**src/rtl/rf_pkg.sv**
```systemverilog
// Shared constants and types for the integer register file writeback slice.
package rf_pkg;

  localparam int unsigned RF_ADDR_NBW = 5;
  localparam int unsigned RF_DATA_NBW = 32;

  // Which result source won the most recent arbitration.
  typedef enum logic {
    SRC_ALU = 1'b0,
    SRC_LSU = 1'b1
  } src_e;

endpackage

```
**src/rtl/rf_wb_ctrl_if.sv**
```systemverilog
// Issue, result, register-file write and hazard-check signals of the writeback controller.
interface rf_wb_ctrl_if
  import rf_pkg::*;
#(
  parameter int unsigned ADDR_NBW = RF_ADDR_NBW,
  parameter int unsigned DATA_NBW = RF_DATA_NBW
) ();

  logic                i_iss_valid;
  logic [ADDR_NBW-1:0] i_iss_rd;
  logic                o_iss_ready;

  logic                i_alu_valid;
  logic [ADDR_NBW-1:0] i_alu_rd;
  logic [DATA_NBW-1:0] i_alu_dt;
  logic                o_alu_ready;

  logic                i_lsu_valid;
  logic [ADDR_NBW-1:0] i_lsu_rd;
  logic [DATA_NBW-1:0] i_lsu_dt;
  logic                o_lsu_ready;

  logic                o_wr_en;
  logic [ADDR_NBW-1:0] o_wr_addr;
  logic [DATA_NBW-1:0] o_wr_dt;

  logic [ADDR_NBW-1:0] i_rd_addr_1;
  logic [ADDR_NBW-1:0] i_rd_addr_2;
  logic                o_busy_1;
  logic                o_busy_2;

  logic                o_sb_err;

  // Environment side: issue stage, execution units, register file readers.
  modport master (
    output i_iss_valid, i_iss_rd, input o_iss_ready,
    output i_alu_valid, i_alu_rd, i_alu_dt, input o_alu_ready,
    output i_lsu_valid, i_lsu_rd, i_lsu_dt, input o_lsu_ready,
    input  o_wr_en, o_wr_addr, o_wr_dt,
    output i_rd_addr_1, i_rd_addr_2, input o_busy_1, o_busy_2,
    input  o_sb_err
  );

  // Writeback controller side.
  modport slave (
    input  i_iss_valid, i_iss_rd, output o_iss_ready,
    input  i_alu_valid, i_alu_rd, i_alu_dt, output o_alu_ready,
    input  i_lsu_valid, i_lsu_rd, i_lsu_dt, output o_lsu_ready,
    output o_wr_en, o_wr_addr, o_wr_dt,
    input  i_rd_addr_1, i_rd_addr_2, output o_busy_1, o_busy_2,
    output o_sb_err
  );

endinterface

```
**src/rtl/rr_arb2.sv**
```systemverilog
// Two-requester round-robin arbiter; bit 0 is the ALU, bit 1 the LSU.
module rr_arb2
  import rf_pkg::*;
(
  input  logic       clk,
  input  logic       rst_async_n,
  input  logic [1:0] i_req,
  input  logic       i_upd,
  output logic [1:0] o_gnt
);

  src_e r_last;
  src_e w_last_d;

  // Grant the sole requester, or on a tie the one not granted last.
  always_comb begin
    o_gnt = 2'b00;
    case (i_req)
      2'b01:   o_gnt = 2'b01;
      2'b10:   o_gnt = 2'b10;
      2'b11:   o_gnt = (r_last == SRC_LSU) ? 2'b01 : 2'b10;
      default: o_gnt = 2'b00;
    endcase
  end

  // Remember the winner only when a grant is actually taken.
  always_comb begin
    w_last_d = r_last;
    if (i_upd && (o_gnt != 2'b00)) begin
      w_last_d = o_gnt[1] ? SRC_LSU : SRC_ALU;
    end
  end

  // Last-grant flop; reset to LSU so the ALU wins the first tie.
  always_ff @(posedge clk or negedge rst_async_n) begin
    if (!rst_async_n) begin
      r_last <= SRC_LSU;
    end else begin
      r_last <= w_last_d;
    end
  end

endmodule

```
**src/rtl/rf_wb_ctrl.sv**
```systemverilog
// Register file writeback controller: arbitrates ALU/LSU results into a registered write
// port and keeps a pending-write scoreboard for RAW/WAW hazard checks.
module rf_wb_ctrl
  import rf_pkg::*;
#(
  parameter int unsigned ADDR_NBW = RF_ADDR_NBW,
  parameter int unsigned DATA_NBW = RF_DATA_NBW
) (
  input  logic         clk,
  input  logic         rst_async_n,
  rf_wb_ctrl_if.slave  io_wb
);

  localparam int unsigned Depth = 2 ** ADDR_NBW;

  logic [Depth-1:0]    r_pend;
  logic [Depth-1:0]    w_pend_d;
  logic                r_wr_en;
  logic [ADDR_NBW-1:0] r_wr_addr;
  logic [DATA_NBW-1:0] r_wr_dt;
  logic                r_sb_err;

  logic [1:0]          w_gnt;
  logic                w_any_gnt;
  logic [ADDR_NBW-1:0] w_sel_rd;
  logic [DATA_NBW-1:0] w_sel_dt;
  logic                w_iss_ready;
  logic                w_iss_fire;

  rr_arb2 u_arb (
    .clk         (clk),
    .rst_async_n (rst_async_n),
    .i_req       ({io_wb.i_lsu_valid, io_wb.i_alu_valid}),
    .i_upd       (w_any_gnt),
    .o_gnt       (w_gnt)
  );

  assign w_any_gnt = |w_gnt;

  // Conservative: a clear landing this same cycle does not make the issue ready.
  assign w_iss_ready = (io_wb.i_iss_rd == '0) | ~r_pend[io_wb.i_iss_rd];
  assign w_iss_fire  = io_wb.i_iss_valid & w_iss_ready & (io_wb.i_iss_rd != '0);

  // Select the granted result for the writeback stage.
  always_comb begin
    w_sel_rd = io_wb.i_alu_rd;
    w_sel_dt = io_wb.i_alu_dt;
    if (w_gnt[1]) begin
      w_sel_rd = io_wb.i_lsu_rd;
      w_sel_dt = io_wb.i_lsu_dt;
    end
  end

  // Scoreboard next state: clear on write, then set on issue so set wins a collision.
  always_comb begin
    w_pend_d = r_pend;
    if (r_wr_en) begin
      w_pend_d[r_wr_addr] = 1'b0;
    end
    if (w_iss_fire) begin
      w_pend_d[io_wb.i_iss_rd] = 1'b1;
    end
    w_pend_d[0] = 1'b0;
  end

  // Scoreboard and sticky error flag.
  always_ff @(posedge clk or negedge rst_async_n) begin
    if (!rst_async_n) begin
      r_pend   <= '0;
      r_sb_err <= 1'b0;
    end else begin
      r_pend <= w_pend_d;
      if (r_wr_en && !r_pend[r_wr_addr]) begin
        r_sb_err <= 1'b1;
      end
    end
  end

  // Writeback stage; rd 0 results are consumed without a write.
  always_ff @(posedge clk or negedge rst_async_n) begin
    if (!rst_async_n) begin
      r_wr_en   <= 1'b0;
      r_wr_addr <= '0;
      r_wr_dt   <= '0;
    end else if (w_any_gnt) begin
      r_wr_en   <= (w_sel_rd != '0);
      r_wr_addr <= w_sel_rd;
      r_wr_dt   <= w_sel_dt;
    end else begin
      r_wr_en   <= 1'b0;
    end
  end

  assign io_wb.o_iss_ready = w_iss_ready;
  assign io_wb.o_alu_ready = w_gnt[0];
  assign io_wb.o_lsu_ready = w_gnt[1];
  assign io_wb.o_wr_en     = r_wr_en;
  assign io_wb.o_wr_addr   = r_wr_addr;
  assign io_wb.o_wr_dt     = r_wr_dt;
  assign io_wb.o_busy_1    = r_pend[io_wb.i_rd_addr_1];
  assign io_wb.o_busy_2    = r_pend[io_wb.i_rd_addr_2];
  assign io_wb.o_sb_err    = r_sb_err;

endmodule

```
**src/flat_wrapper.sv**
```systemverilog
// flat-port wrapper written by rule: the top's interface ports become plain ports
module rf_wb_ctrl_flat import rf_pkg::*;
#(
  parameter int unsigned ADDR_NBW = RF_ADDR_NBW,
  parameter int unsigned DATA_NBW = RF_DATA_NBW
)
  (clk, rst_async_n, io_wb_i_iss_valid, io_wb_i_iss_rd, io_wb_o_iss_ready, io_wb_i_alu_valid, io_wb_i_alu_rd, io_wb_i_alu_dt, io_wb_o_alu_ready, io_wb_i_lsu_valid, io_wb_i_lsu_rd, io_wb_i_lsu_dt, io_wb_o_lsu_ready, io_wb_o_wr_en, io_wb_o_wr_addr, io_wb_o_wr_dt, io_wb_i_rd_addr_1, io_wb_i_rd_addr_2, io_wb_o_busy_1, io_wb_o_busy_2, io_wb_o_sb_err);
  rf_wb_ctrl_if #(.ADDR_NBW(ADDR_NBW), .DATA_NBW(DATA_NBW)) io_wb_i ();
  input  logic clk;
  input  logic rst_async_n;
  input wire logic [$bits(io_wb_i.i_iss_valid)-1:0] io_wb_i_iss_valid;
  input wire logic [$bits(io_wb_i.i_iss_rd)-1:0] io_wb_i_iss_rd;
  output wire logic [$bits(io_wb_i.o_iss_ready)-1:0] io_wb_o_iss_ready;
  input wire logic [$bits(io_wb_i.i_alu_valid)-1:0] io_wb_i_alu_valid;
  input wire logic [$bits(io_wb_i.i_alu_rd)-1:0] io_wb_i_alu_rd;
  input wire logic [$bits(io_wb_i.i_alu_dt)-1:0] io_wb_i_alu_dt;
  output wire logic [$bits(io_wb_i.o_alu_ready)-1:0] io_wb_o_alu_ready;
  input wire logic [$bits(io_wb_i.i_lsu_valid)-1:0] io_wb_i_lsu_valid;
  input wire logic [$bits(io_wb_i.i_lsu_rd)-1:0] io_wb_i_lsu_rd;
  input wire logic [$bits(io_wb_i.i_lsu_dt)-1:0] io_wb_i_lsu_dt;
  output wire logic [$bits(io_wb_i.o_lsu_ready)-1:0] io_wb_o_lsu_ready;
  output wire logic [$bits(io_wb_i.o_wr_en)-1:0] io_wb_o_wr_en;
  output wire logic [$bits(io_wb_i.o_wr_addr)-1:0] io_wb_o_wr_addr;
  output wire logic [$bits(io_wb_i.o_wr_dt)-1:0] io_wb_o_wr_dt;
  input wire logic [$bits(io_wb_i.i_rd_addr_1)-1:0] io_wb_i_rd_addr_1;
  input wire logic [$bits(io_wb_i.i_rd_addr_2)-1:0] io_wb_i_rd_addr_2;
  output wire logic [$bits(io_wb_i.o_busy_1)-1:0] io_wb_o_busy_1;
  output wire logic [$bits(io_wb_i.o_busy_2)-1:0] io_wb_o_busy_2;
  output wire logic [$bits(io_wb_i.o_sb_err)-1:0] io_wb_o_sb_err;
  assign io_wb_i.i_iss_valid = io_wb_i_iss_valid;
  assign io_wb_i.i_iss_rd = io_wb_i_iss_rd;
  assign io_wb_o_iss_ready = io_wb_i.o_iss_ready;
  assign io_wb_i.i_alu_valid = io_wb_i_alu_valid;
  assign io_wb_i.i_alu_rd = io_wb_i_alu_rd;
  assign io_wb_i.i_alu_dt = io_wb_i_alu_dt;
  assign io_wb_o_alu_ready = io_wb_i.o_alu_ready;
  assign io_wb_i.i_lsu_valid = io_wb_i_lsu_valid;
  assign io_wb_i.i_lsu_rd = io_wb_i_lsu_rd;
  assign io_wb_i.i_lsu_dt = io_wb_i_lsu_dt;
  assign io_wb_o_lsu_ready = io_wb_i.o_lsu_ready;
  assign io_wb_o_wr_en = io_wb_i.o_wr_en;
  assign io_wb_o_wr_addr = io_wb_i.o_wr_addr;
  assign io_wb_o_wr_dt = io_wb_i.o_wr_dt;
  assign io_wb_i.i_rd_addr_1 = io_wb_i_rd_addr_1;
  assign io_wb_i.i_rd_addr_2 = io_wb_i_rd_addr_2;
  assign io_wb_o_busy_1 = io_wb_i.o_busy_1;
  assign io_wb_o_busy_2 = io_wb_i.o_busy_2;
  assign io_wb_o_sb_err = io_wb_i.o_sb_err;
  rf_wb_ctrl #(.ADDR_NBW(ADDR_NBW), .DATA_NBW(DATA_NBW)) u_core (.clk(clk), .rst_async_n(rst_async_n), .io_wb(io_wb_i));
endmodule
```
**config.mk**
```make
export PLATFORM = sky130hd
export DESIGN_NAME = rf_wb_ctrl_flat
export DESIGN_NICKNAME = d
export VERILOG_FILES = /design/src/rtl/rf_pkg.sv /design/src/rtl/rf_wb_ctrl_if.sv /design/src/rtl/rr_arb2.sv /design/src/rtl/rf_wb_ctrl.sv /design/src/flat_wrapper.sv
export SDC_FILE = /design/constraint.sdc
export NUM_CORES = 1
export LEC_CHECK = 0
export ABC_AREA = 1
export BUFFER_PORTS_ARGS = -buffer_cell sky130_fd_sc_hd__clkbuf_2
export CELL_PAD_IN_SITES_DETAIL_PLACEMENT = 2
export CELL_PAD_IN_SITES_GLOBAL_PLACEMENT = 2
export CORE_ASPECT_RATIO = 1.4
export CORE_MARGIN = 10
export CORE_UTILIZATION = 27
export DETAILED_ROUTE_END_ITERATION = 8
export PLACE_DENSITY_LB_ADDON = 0.1
export SYNTH_ARGS = -nofsm -noshare
export SYNTH_HDL_FRONTEND = slang
export SYNTH_SLANG_ARGS = --single-unit
export TNS_END_PERCENT = 1
```
**constraint.sdc**
```tcl
create_clock -name clk -period 1.75 [get_ports clk]
set_input_delay 0.175 -clock clk [delete_from_list [all_inputs] [get_ports clk]]
set_output_delay 0.175 -clock clk [all_outputs]
set_load 0.02 [all_outputs]
```
; Word level (Yosys, flattened, before mapping)
; Index checks and enable logic that the tools add are counted.
[classes]
reduce_logical = 10
add_sub_neg = 0
shift = 0
order_cmp = 6
n_mul = 0
n_bitwise = 7
div = 0
eq_ne = 3
muxes = 20
[ops]
columns = operator, n
row1 = $mux 32, 3
row2 = $and 32x32->32, 1
row3 = $not 32->32, 1
row4 = $or 32x32->32, 1
row5 = $lt 5x6->1 const B, 4
row6 = $bmux 1 s5, 4
row7 = $demux 1 s5, 2
row8 = $ge 5x1->1 const B, 2
row9 = $reduce_bool 5->1, 2
row10 = $mux 1, 8
row11 = $pmux 2 s3, 1
row12 = $logic_not 5->1, 1
row13 = $mux 5, 1
row14 = $eq 2x2->1 const B, 2
row15 = $logic_and 1x1->1, 4
row16 = $and 1x1->1, 2
row17 = $eq 2x1->1 const B, 1
row18 = $mux 2, 1
row19 = $reduce_bool 2->1, 1
row20 = $reduce_or 2->1, 1
row21 = $logic_not 1->1, 1
row22 = $not 1->1, 1
row23 = $or 1x1->1, 1
[word_totals]
wordCells = 52
latch_bits = 0
inputBits = 94
output_inout_bits = 44
romBits = 0
ram_bits = 0
regBits = 71
n_memories = 0

; Logic depth before layout (Yosys ltp)
; Gate-level depths: netlist (run 1).
[logic_depth]
word_depth = 9
mapped_depth = 13

; Cells and area by module
; Synthesis (run 1) repeated with hierarchy kept, for this count alone.
[unflattened]
hier_cells = 708
hier_area_um2 = 4658.2
[modules_own_cells]
columns = module, cells_per_inst, area_per_inst_um2, seq_area_each_um2, n_inst
row1 = rf_wb_ctrl, 700, 4596.9, 1751.7, 1
row2 = rr_arb2, 8, 61.3, 26.3, 1

; Worst setup path before layout (run 1)
; Ideal clock, no wire load.
[synth_path]
path_type = flip-flop to flip-flop
startpoint = register u_core.u_arb.r_last
endpoint = register u_core.r_wr_en (netlist: u_core.io_wb.o_wr_en)
arrival_ns = 1.289
setup_time_ns = 0.131
path_stages_with_launch = 8
synth_period_minus_slack_ns = 1.420
path_slack_ns = 0.330
required_time_ns = 1.619
cell_sequence = dfstp_2 > o21ai_0 > nand2_1 > or2_2 > o21ai_0 > nand3_1 > nor2_1 > nor2_1
[synth_between]
elab_chain_cells = 5
[synth_lines]
columns = item, line_no
row1 = from (decl), rr_arb2.sv:12  ; src_e r_last;
row2 = from (signal assigned), rr_arb2.sv:39  ; r_last <= w_last_d;
row3 = $mux 2 *, rr_arb2.sv:21  ; 2'b11: o_gnt = (r_last == SRC_LSU) ? 2'b01 : 2'b10;
row4 = $pmux 2 s3 *, rr_arb2.sv:18  ; case (i_req)
row5 = $mux 5, rf_wb_ctrl.sv:48  ; if (w_gnt[1]) begin
row6 = $reduce_bool 5->1, rf_wb_ctrl.sv:86  ; r_wr_en <= (w_sel_rd != '0);
row7 = $mux 1 *, rf_wb_ctrl.sv:85  ; end else if (w_any_gnt) begin
row8 = to (signal assigned), rf_wb_ctrl.sv:86
row9 = to (decl), rf_wb_ctrl.sv:18  ; logic r_wr_en;
; Mark *: on every way between the ends. The rest lies on a longest branch, timed or not.
; A chain may end at the register's enable or synchronous reset.

; Worst setup path in the final report (run 1)
[layout_path]
startpoint = register u_core.r_pend[19]
endpoint = output io_wb_o_iss_ready
[layout_between]
elab_chain_cells = 4
[layout_lines]
columns = item, line_no
row1 = from (decl), rf_wb_ctrl.sv:16  ; logic [Depth-1:0] r_pend;
row2 = from (signal assigned), rf_wb_ctrl.sv:72  ; r_pend <= w_pend_d;
row3 = $bmux 1 s5, rf_wb_ctrl.sv:41  ; assign w_iss_ready = (io_wb.i_iss_rd == '0) | ~r_pend[io_wb.i_iss_rd];
row4 = $mux 1 (not written as such), rf_wb_ctrl.sv:41
row5 = $not 1->1, rf_wb_ctrl.sv:41
row6 = $or 1x1->1, rf_wb_ctrl.sv:41
row7 = to (decl), flat_wrapper.sv:13  ; output wire logic [$bits(io_wb_i.o_iss_ready)-1:0] io_wb_o_iss_ready;
; No other way between the ends. The select of a mux whose other input is x is not followed.

==> results of run 1 <==
-- stage by stage --
| stage | setup slack [ns] | total power [mW] |
|---|---|---|
| 3_5_place_dp | -0.0589 | 5.70 |
| 4_1_cts | -0.0721 | 7.72 |
| 3_3_place_gp | 0.00823 | 5.59 |
| 2_1_floorplan | 0.330 | 4.03 |
| 5_1_grt | -0.157 | 8.28 |
| 6_report | -0.0801 | 7.77 |
-- state kept, by name (all words and copies together) (netlist names) --
signal / count
u_core.io_wb.o_wr_dt: 32
u_core.r_pend: 31
u_core.io_wb.o_wr_addr: 5
u_core.io_wb.o_sb_err: 1
u_core.io_wb.o_wr_en: 1
u_core.u_arb.r_last: 1
-- worst paths after layout --
path	from	to	slack, ns	cells past startpoint
setup / recovery	u_core.r_pend[19]	io_wb_o_iss_ready	-0.08	9
hold / removal	io_wb_i_lsu_dt[30]	u_core.io_wb.o_wr_dt[30]	0.04	3
setup reg to reg	u_core.io_wb.o_wr_addr[0]	u_core.io_wb.o_sb_err	0.15	9
hold reg to reg	u_core.io_wb.o_sb_err	u_core.io_wb.o_sb_err	0.46	2
max in group asynchronous	rst_async_n	u_core.r_pend[17]	0.72	3
min in group asynchronous	rst_async_n	u_core.io_wb.o_wr_dt[6]	0.32	2
-- layout make-up --
cell class                      instances  area [um^2]  area share, %
Multi-Input combinational cell        554         2480           40.1
Sequential cell                        71         1790           29.0
Timing Repair Buffer                  190         1190           19.3
Tap cell                              203          254           4.11
Clock buffer                           12          236           3.83
Inverter                               52          200           3.24
Clock inverter                          3         21.3          0.344
-- per-layer routing --
metal / vias up / wire length (um) / share of wire, %
li1: 2645 / - / -
met1: 2786 / 8790 / 39
met2: 136 / 11700 / 51
met3: 35 / 1440 / 6.3
met4: 0 / 875 / 3.8
met5: - / 0 / 0
-- cells by family after synthesis --
kind of cell,count (synthesis)
compound gates,74
flops,71
simple gates,480
buf+inv,81
-- timing repair --
| action | CTS | global route |
|---|---|---|
| hold buffers | 1 | 0 |
| setup endpoints to repair | 5 | 11 |
| hold endpoints to repair | 17 | 0 |
| setup buffers | 11 | 1 |
| pin swaps | 9 | 6 |
| gates resized for setup | 24 | 15 |
-- power breakdown --
part | switching [mW] | internal, mW | leakage (nW)
Sequential | 0.484 | 2.15 | 0.823
Combinational | 2.13 | 1.32 | 2.22
Clock | 0.737 | 0.954 | 0.123
Total | 3.35 | 4.42 | 3.16
-- synth_stat cells (2+ instances only) --
cell type / count
nand2_1: 305
nand3_1: 74
dfrtp_1: 70
o21ai_0: 49
inv_1: 47
nor2_1: 41
nand4_1: 33
nor3_1: 16
clkbuf_1: 11
o211ai_1: 10
buf_2: 9
a22oi_1: 8
a21oi_1: 6
buf_6: 5
buf_4: 4
clkinv_1: 3
or2_2: 3
nand2_2: 2
nor2_2: 2
nor2_4: 2
-- critical path, cell delays in order (launching register included) --
cell and delay (ns):
dfrtp_2 0.45, nand2_1 0.08, nand2_1 0.07, nand2_1 0.07, nand3_1 0.08, nand2_1 0.09, nand2_2 0.07, nor2_4 0.12
and2_4 0.16, clkbuf_8 0.13
==> metrics, run 1 <==
vias per cell=5.16; Core Box Area=16700 um^2; synthesized flop and latch total=71; critical path endpoint category=output pin; GR Util met2=a little over a third; Final Max Slew Viols=0; TNS Setup=-0.148 ns; CP required=1.57 ns; Worst-Margin Slew=0.483 ns; die height=174 um; clock-pin transition on the worst setup and hold timing paths=0.06 ns; DRC=0; Clock Sinks=71; # port buffers=137; pwr dens=1260 nW/um^2; Critical Path AT=1.66 ns; GRT overflow=0; Final ANT Viol Nets=0; Vias=5602; yosys warns=0; Worst-Skew Late Latency=0.34 ns; met3 usage=around 6.3%; post-synthesis sequential area ratio=around 39%; critical path fanouts, max=4; ranking of synthesized cells by area=dfrtp_1 38%, nand2_1 25%, nand3_1 8.1%, o21ai_0 5.3%, nand4_1 4.5%; Synth top area share=38.1%; Fmax=546 MHz; slack of the critical path=-0.0801 ns; # Max-Cap Violations=0; Slew HR=approximately two thirds; Synth area leader=dfrtp_1; startpoint type of the worst setup path=flop; starting density of the core=27.5%; final setup vio count=3; Nets=972; static leakage=approximately 3.2 nW; first-pass GRT wire length=36.5 mm; Pre-antenna DRT Iters=4; Post-Place Cell Area=5730 um^2; DP HPWL=about 17 mm; number of global-route vias before repair=6502; share of cells above drive strength 1=27.0%; Final Wtd Congestion=0.876; clock buffer depth=2; xor and xnor fraction of the mapped netlist area=0%; status=complete, but fails checks; HP Class=in2reg; Tcrit/Tclk final=105%; min Tclk post-route=around 1.8 ns; synth unique cells=26; cts bufs inserted=9; fin util=between 30% and 40%; clock skew=0.00622 ns; critical path class=reg2out; Synth Area in Simple Gates=~44%; Total Wirelength=22.8 mm; Main synth FF type=dfrtp_1; chip width=130 um; synthesized instance count=706; Layout area overhead=34.4%; gr usage total=20.6%; largest family of logic cells by synthesized area=simple AND/OR/NAND/NOR gates; cell row count=56; # placed instances=1057; Min Hold Slack=0.0388 ns; gr busiest metal=met2; I/O Pins=138; Post-synth EDFFs=0; largest net degree at the start of global routing=54; Compound-Gate Fraction of Synth Area=9.03%; Filler cells=between 2000 and 2500; CTS tree=yes; clock root buffer=clkbuf_16; VDD IR-drop max=0.481 mV; most frequent cells in the layout=300 x nand2_1, 133 x clkbuf_2, 74 x nand3_1, 57 x dfrtp_1, 45 x o21ai_0; GR Layer Usage met1=around 22%; RSZ-0062 raised after global routing=true; Syn Area/Cell=6.51 um^2; H-tree Lvls=3; Finished Layout Cells=1085; failing checks=negative setup slack; Inserted Diodes=0; WL per Instance=21.0 um; most common cell after layout, fill and taps aside=nand2_1; Async SR Flop Fraction=between 90% and 100%; Synth Net Count=800; Die ar.=22700 um^2; initial antenna violation count=0; initial DRC count=208; endpoints failing hold=0; Post-Synth Adder-Cell Area=0%; Post-Layout Inst Area=6180 um^2; Cell Area, Synth=4600 um^2; mux cell area share after synthesis=0%
Note: power is estimated with default switching activity, not from simulation.
==> run 2: changes to the inputs <==
--- a/config.mk
+++ b/config.mk
@@ -11,7 +11,7 @@
 export CELL_PAD_IN_SITES_GLOBAL_PLACEMENT = 2
 export CORE_ASPECT_RATIO = 1.4
 export CORE_MARGIN = 10
-export CORE_UTILIZATION = 27
+export CORE_UTILIZATION = 24
 export DETAILED_ROUTE_END_ITERATION = 8
 export PLACE_DENSITY_LB_ADDON = 0.1
 export SYNTH_ARGS = -nofsm -noshare
==> constraint.sdc (replaced) <==
create_clock -name clk -period 1.53 [get_ports clk]
set_input_delay 0.153 -clock clk [delete_from_list [all_inputs] [get_ports clk]]
set_output_delay 0.153 -clock clk [all_outputs]
set_load 0.02 [all_outputs]
==> run 2 against run 1 <==
  * Count of clock-buffer cells in the layout unchanged
  * Cell area up 6.9%
  * First-iteration DRC count down 14%
  * Largest cell class unchanged
  * Power up 19%
  * The flow still finishes with violations (negative setup slack)
==> metrics, run 2 (same netlist as run 1, synthesis figures left out) <==
status=complete, but fails checks; failing checks=negative setup slack; GRT overflow=0 (unchanged); initial DRC count=179 (-14%); Final ANT Viol Nets=0 (unchanged); pwr dens=1410 nW/um^2 (+12%); Critical R2R Capture=u_core.r_pend[11]; most frequent cells in the layout=300 x nand2_1, 131 x clkbuf_2, 72 x nand3_1, 65 x dfrtp_1, 64 x buf_4; Finished Layout Cells=1154 (+6.4%); die height=184 um (+5.4%); clock root buffer=clkbuf_16; Die ar.=25200 um^2 (+11%); Buf/Inv on CP=2 (+1); Pre-antenna DRT Iters=4 (unchanged); worst-path cell chain=buf_6, o21ai_2, o211ai_1, nand3_1, nand2_1, nand2_1, nand2_1, clkbuf_8; CP startpoint=u_core.r_pend[3]; clock skew=0.00400 ns (-0.00222 ns); vias per cell=4.94 (-4.3%); CP required=1.38 ns (-0.19 ns); slowest stage delay, CP=0.42 ns (-0.03 ns); Sequential Power Share=31.0% (-2.9 points); Post-Place Cell Area=6090 um^2 (+6.3%); startpoint type of the worst setup path=flop; chip width=137 um (+5.1%); I/O Pins=138 (unchanged); Tcrit/Tclk final=119%; static leakage=3.37 nW (+6.5%); Post-Place Setup Slack=-0.0786 ns (-0.0196 ns); HP Class=in2reg; Worst Hold Path EP=u_core.io_wb.o_wr_dt[1]; RSZ-0062 raised after global routing=true; critical path endpoint category=output pin; worst reg2reg path startpoint=u_core.r_pend[15]; Largest register FFs=32 (unchanged); critical path class=reg2out; initial antenna violation count=0 (unchanged); Min-Delay Startpoint=io_wb_i_lsu_dt[1]; Clock Sinks=71 (unchanged); cell at the slowest stage of the critical path=dfrtp_2; endpoints failing hold=0 (unchanged); # port buffers=137 (unchanged); Slew HR=64.4% (-3.5 points); Critical Path AT=1.66 ns (about the same); WL per Instance=19.9 um (-5.4%); Total Power=9.28 mW (+19%); Layout area overhead=43.6%; first-pass GRT wire length=36.4 mm (-0.25%); Int Pwr=5.48 mW (+24%); Sw Share=41.0% (-2.2 points); H-tree Lvls=3 (unchanged); Core Box Area=18800 um^2 (+12%); CTS tree=yes; Reg area=1780 um^2 (-0.56%); multi-input logic area=2520 um^2 (+1.6%); gr usage total=18.5% (-2.1 points); Fmax=between 500 and 600 MHz; slack of the critical path=-0.286 ns (-0.206 ns); Final Max Slew Viols=0 (unchanged); Vias=5705 (+1.8%); Post-Layout Inst Area=6600 um^2 (+6.9%); number of cells on the worst reg-to-reg path=12 (+3); starting density of the core=24.5% (-2.9 points); final setup vio count=5 (+2); largest net degree at the start of global routing=34 (-37%); VDD IR-drop max=0.451 mV (-6.2%); clock buffer depth=2 (unchanged); cts bufs inserted=9 (unchanged); NetSw=3.81 mW (+13%); hold depth=3 (unchanged); cell row count=59 (+5.4%); combinational share of power=45.2% (+0.8 points); # placed instances=1131 (+7.0%); Inserted Diodes=0 (unchanged); share of cells above drive strength 1=29.7% (+2.7 points); crit-path leading delay family=flip-flops; crit-path most repeated cell=nand2_1; Final Wtd Congestion=0.846 (-3.4%); # Max-Cap Violations=0 (unchanged); Min Hold Slack=0.0165 ns (-0.0223 ns); Worst-Skew Late Latency=0.34 ns (about the same); DRC=0 (unchanged); Nets=1000 (+2.9%); DP HPWL=18.6 mm (+6.9%); register-to-register setup slack=-0.02 ns (-0.17 ns); Total Wirelength=23.0 mm (+0.66%); critical path fanouts, max=3 (-1); most common cell after layout, fill and taps aside=nand2_1; part of the power in the clock network=23.8% (+2.0 points); min Tclk post-route=1.82 ns; clock-pin transition on the worst setup and hold timing paths=0.06 ns (about the same); number of global-route vias before repair=6628 (+1.9%); Worst-Margin Slew=0.535 ns (+0.0521 ns); Filler cells=2290 (+11%)
run 2: worst register-to-register path, stage by stage (launching register included):
cell and delay [ns]:
dfrtp_1 0.41, buf_4 0.14, nand2_1 0.05, nand2_1 0.05, nand2_1 0.05, nand2_1 0.05, nand2_1 0.07, nand2_2 0.07
nor2_4 0.10, buf_6 0.13, buf_12 0.15, nand4_1 0.13, nand2_1 0.09
run 2: worst max-delay path by stage:
stage	end	cells after the start	slack, ns
floorplan	u_core.io_wb.o_wr_en	7	0.11
CTS	io_wb_o_busy_2	8	-0.31
global route	io_wb_o_busy_2	9	-0.39
global placement	io_wb_o_iss_ready	8	-0.04
finish	io_wb_o_busy_2	8	-0.29
detailed placement	u_core.io_wb.o_wr_en	7	-0.08
run 2: repair_timing:
item                                   4_1_cts  5_1_grt
setup endpoints to repair                   14       39
gates cloned                                 0        0
gates resized for setup                     31       28
endpoints found under the hold margin       11        0
pin swaps                                   10       14
hold buffers                                 1        0
setup buffers                                5        2
run 2: power groups by stage:
stage	Combinational, mW	Sequential, mW	Clock [mW]
2_1_floorplan	1.57	3.04	0
3_3_place_gp	3.83	2.88	0
3_5_place_dp	3.97	2.90	0
4_1_cts	4.14	2.87	2.26
5_1_grt	4.61	2.94	2.35
6_report	4.19	2.88	2.21
run 2: stage by stage:
| stage | utilization (%) | TNS, ns |
|---|---|---|
| 6_report | 35.2 | -0.893 |
| 5_1_grt | 35.2 | -3.89 |
| 4_1_cts | 34.8 | -1.12 |
| 3_5_place_dp | 32.5 | -0.411 |
| 3_3_place_gp | 32.5 | -0.0406 |
| 2_1_floorplan | - | 0 |
run 2: layer usage:
layer | global-route usage [%] | up-vias | share of wire, % | wire length, um
met5 | 0 | - | 0 | 0
met1 | 19.2 | 2817 | 36 | 8380
met2 | 34.0 | 151 | 54 | 12400
met4 | 7.61 | 0 | 4.0 | 919
li1 | - | 2705 | - | -
met3 | 4.84 | 32 | 5.5 | 1260
run 2: final cells by class:
| type | count | share of cell area (%) |
|---|---|---|
| clock inverter | 3 | 0.644 |
| inverter | 52 | 2.99 |
| clock buffer | 12 | 3.88 |
| sequential | 71 | 27.0 |
| tap | 244 | 4.62 |
| timing repair buffer | 218 | 22.7 |
| multi-input combinational | 554 | 38.1 |
==> run 3: changes to the inputs <==
--- a/config.mk
+++ b/config.mk
@@ -5,13 +5,13 @@
 export SDC_FILE = /design/constraint.sdc
 export NUM_CORES = 1
 export LEC_CHECK = 0
-export ABC_AREA = 1
+export ABC_AREA = 0
 export BUFFER_PORTS_ARGS = -buffer_cell sky130_fd_sc_hd__clkbuf_2
 export CELL_PAD_IN_SITES_DETAIL_PLACEMENT = 2
 export CELL_PAD_IN_SITES_GLOBAL_PLACEMENT = 2
 export CORE_ASPECT_RATIO = 1.4
 export CORE_MARGIN = 10
-export CORE_UTILIZATION = 24
+export CORE_UTILIZATION = 28
 export DETAILED_ROUTE_END_ITERATION = 8
 export PLACE_DENSITY_LB_ADDON = 0.1
 export SYNTH_ARGS = -nofsm -noshare
==> run 3 against run 2 <==
  * The run still ends with negative setup slack left
  * Routed wire length decreased by 15%
  * Count of clock-buffer cells in the layout decreased by 3
  * Combinational power decreased by 2%
==> metrics, run 3 <==
status=complete, but fails checks; failing checks=negative setup slack; critical path class=reg2out; share of cells above drive strength 1=51.1% (+21 points); Layout area overhead=47.4%; Core Box Area=14500 um^2 (-23%); worst reg2reg path startpoint=u_core.r_pend[7]; chip width=123 um (-10%); min Tclk post-route=2.31 ns (+0.496 ns); DP HPWL=15.2 mm (-18%); Vias=4378 (-23%); combinational share of power=44.2% (-1.0 points); static leakage=2.77 nW (-18%); critical path endpoint category=output pin; cell row count=52 (-12%); ranking of synthesized cells by area=dfrtp_1 42%, mux4_2 12%, o21ai_0 6.3%, nor2_1 5.8%, o22ai_1 5.1%; Post-Place Cell Area=5650 um^2 (-7.2%); RSZ-0062 raised after global routing=true; clock buffer depth=2 (unchanged); Nets=709 (-29%); WL per Instance=24.1 um (+21%); Cell Area, Synth=4150 um^2 (-9.7%); cts bufs inserted=9 (unchanged); initial DRC count=120 (-33%); Synth top area share=42.2% (+4.1 points); Slew HR=56.3% (-8.1 points); CP required=1.38 ns (about the same); Final Max Slew Viols=0 (unchanged); vias per cell=5.41 (+9.5%); Sw Share=36.2% (-4.8 points); yosys warns=0 (unchanged); Finished Layout Cells=809 (-30%); Tcrit/Tclk final=151% (+32 points); Die ar.=20200 um^2 (-20%); pwr dens=1510 nW/um^2 (+7.8%); endpoints failing hold=0 (unchanged); Synth area leader=dfrtp_1; Min Hold Slack=0.0470 ns (+0.0305 ns); Filler cells=1613 (-30%); final setup vio count=22 (+17); Syn Area/Cell=10.3 um^2 (+58%); initial antenna violation count=0 (unchanged); HP Class=in2reg; Fmax=433 MHz (-21%); most common cell after layout, fill and taps aside=clkbuf_2; commonest cells in the synthesized netlist=70 x dfrtp_1, 64 x nor2_1, 52 x o21ai_0; CP startpoint=u_core.r_pend[7]; clock skew=0.00941 ns (+0.00541 ns); Post-Place Setup Slack=-0.638 ns (-0.560 ns); VDD IR-drop max=0.480 mV (+6.4%); part of the power in the clock network=24.5% (+0.7 points); Clock Sinks=71 (unchanged); Critical Path AT=2.16 ns (+0.50 ns); slack of the critical path=-0.782 ns (-0.496 ns); largest net degree at the start of global routing=72 (+110%); CTS tree=yes; NetSw=3.36 mW (-12%); clock-pin transition on the worst setup and hold timing paths=0.06 ns (about the same); Inserted Diodes=0 (unchanged); H-tree Lvls=3 (unchanged); Int Pwr=5.91 mW (+8.0%); Total Wirelength=19.5 mm (-15%); number of global-route vias before repair=5233 (-21%); starting density of the core=28.6% (+4.1 points); first-pass GRT wire length=30.0 mm (-18%); # port buffers=137 (unchanged); synthesized instance count=403 (-43%); clock root buffer=clkbuf_16; most common cell in the netlist=dfrtp_1; most frequent cells in the layout=132 x clkbuf_2, 86 x buf_4, 68 x dfrtp_1, 64 x nor2_1, 34 x o22ai_1; Worst-Skew Late Latency=0.34 ns (about the same); Synth Net Count=497 (-38%); synthesized flop and latch total=71 (unchanged); Final Wtd Congestion=0.881 (+4.1%); Post-synth EDFFs=0 (unchanged); gr usage total=19.4% (+0.90 points); startpoint type of the worst setup path=flop; Pre-antenna DRT Iters=4 (unchanged); synth unique cells=43 (+65%); # Max-Cap Violations=0 (unchanged); critical path fanouts, max=3 (unchanged); Largest register FFs=32 (unchanged); DRC=0 (unchanged); Min-Delay Startpoint=io_wb_i_lsu_dt[11]; Sequential Power Share=31.3% (+0.3 points); GRT overflow=0 (unchanged); Worst-Margin Slew=0.656 ns (+0.121 ns); Final ANT Viol Nets=0 (unchanged); I/O Pins=138 (unchanged); TNS Setup=-9.86 ns (-8.97 ns); die height=164 um (-11%); Async SR Flop Fraction=100% (unchanged); # placed instances=791 (-30%); Main synth FF type=dfrtp_1; post-synthesis sequential area ratio=42.8% (+4.1 points); Post-Layout Inst Area=6120 um^2 (-7.3%)
[run 3: kinds of logic after synthesis]
group	count (synthesis)	share of synthesized area [%]
AO/OA/AOI/OAI	131	20.1
AND/OR/NAND/NOR	113	13.1
flip-flops	71	42.8
multiplexers	49	19.3
buffers and inverters	39	4.70
[run 3: repair_timing]
action	4_1_cts	5_1_grt
endpoints found under the setup margin	32	32
hold buffers	1	0
pin swaps	7	5
hold endpoints to repair	70	0
gates resized for setup	32	27
buffers inserted	1	0
[run 3: stage by stage]
stage / total power [mW] / util (%)
floorplan: 4.71 / -
global placement: 6.58 / 39.0
detailed placement: 6.76 / 39.0
CTS: 9.22 / 41.7
global route: 9.81 / 42.2
finish: 9.27 / 42.2
[run 3: cell type report]
cell class | count | area, um^2 | share of cell area (%)
Multi-Input combinational cell | 293 | 2290 | 37.5
Sequential cell | 71 | 1780 | 29.1
Clock inverter | 7 | 87.6 | 1.43
Clock buffer | 9 | 225 | 3.68
Timing Repair Buffer | 229 | 1450 | 23.7
Tap cell | 189 | 236 | 3.86
Inverter | 11 | 43.8 | 0.715
[run 3: power by group through the flow]
stage	Sequential (mW)	Clock [mW]	Combinational, mW
floorplan	3.00	0	1.71
global placement	2.86	0	3.72
detailed placement	2.90	0	3.86
CTS	2.88	2.34	4.00
global route	2.97	2.42	4.43
finish	2.90	2.27	4.10
[run 3: worst paths after layout]
| kind | endpoint | slack (ns) | cells past startpoint |
|---|---|---|---|
| min | u_core.io_wb.o_wr_dt[11] | 0.05 | 3 |
| min reg2reg | u_core.io_wb.o_wr_dt[13] | 0.53 | 2 |
| max in group asynchronous | u_core.u_arb.r_last | 0.77 | 3 |
| min in group asynchronous | u_core.io_wb.o_wr_dt[3] | 0.36 | 3 |
| max | io_wb_o_iss_ready | -0.78 | 6 |
| max reg2reg | u_core.r_pend[11] | -0.72 | 6 |
[run 3: per-layer routing]
| layer | vias to the layer above | GRT usage (%) | routed length, um | share of wire (%) |
|---|---|---|---|---|
| met2 | 144 | 35.2 | 10700 | 55 |
| li1 | 1952 | - | - | - |
| met1 | 2248 | 19.8 | 6930 | 36 |
| met5 | - | 0 | 0 | 0 |
| met3 | 34 | 6.36 | 1380 | 7.1 |
| met4 | 0 | 8.00 | 507 | 2.6 |
[run 3: critical path: stages, from the launching register on]
cell      delay, ns
dfrtp_1        0.38
mux4_2         0.48
a32o_1         0.25
a211o_1        0.26
buf_6          0.13
a211oi_4       0.17
buf_6          0.15
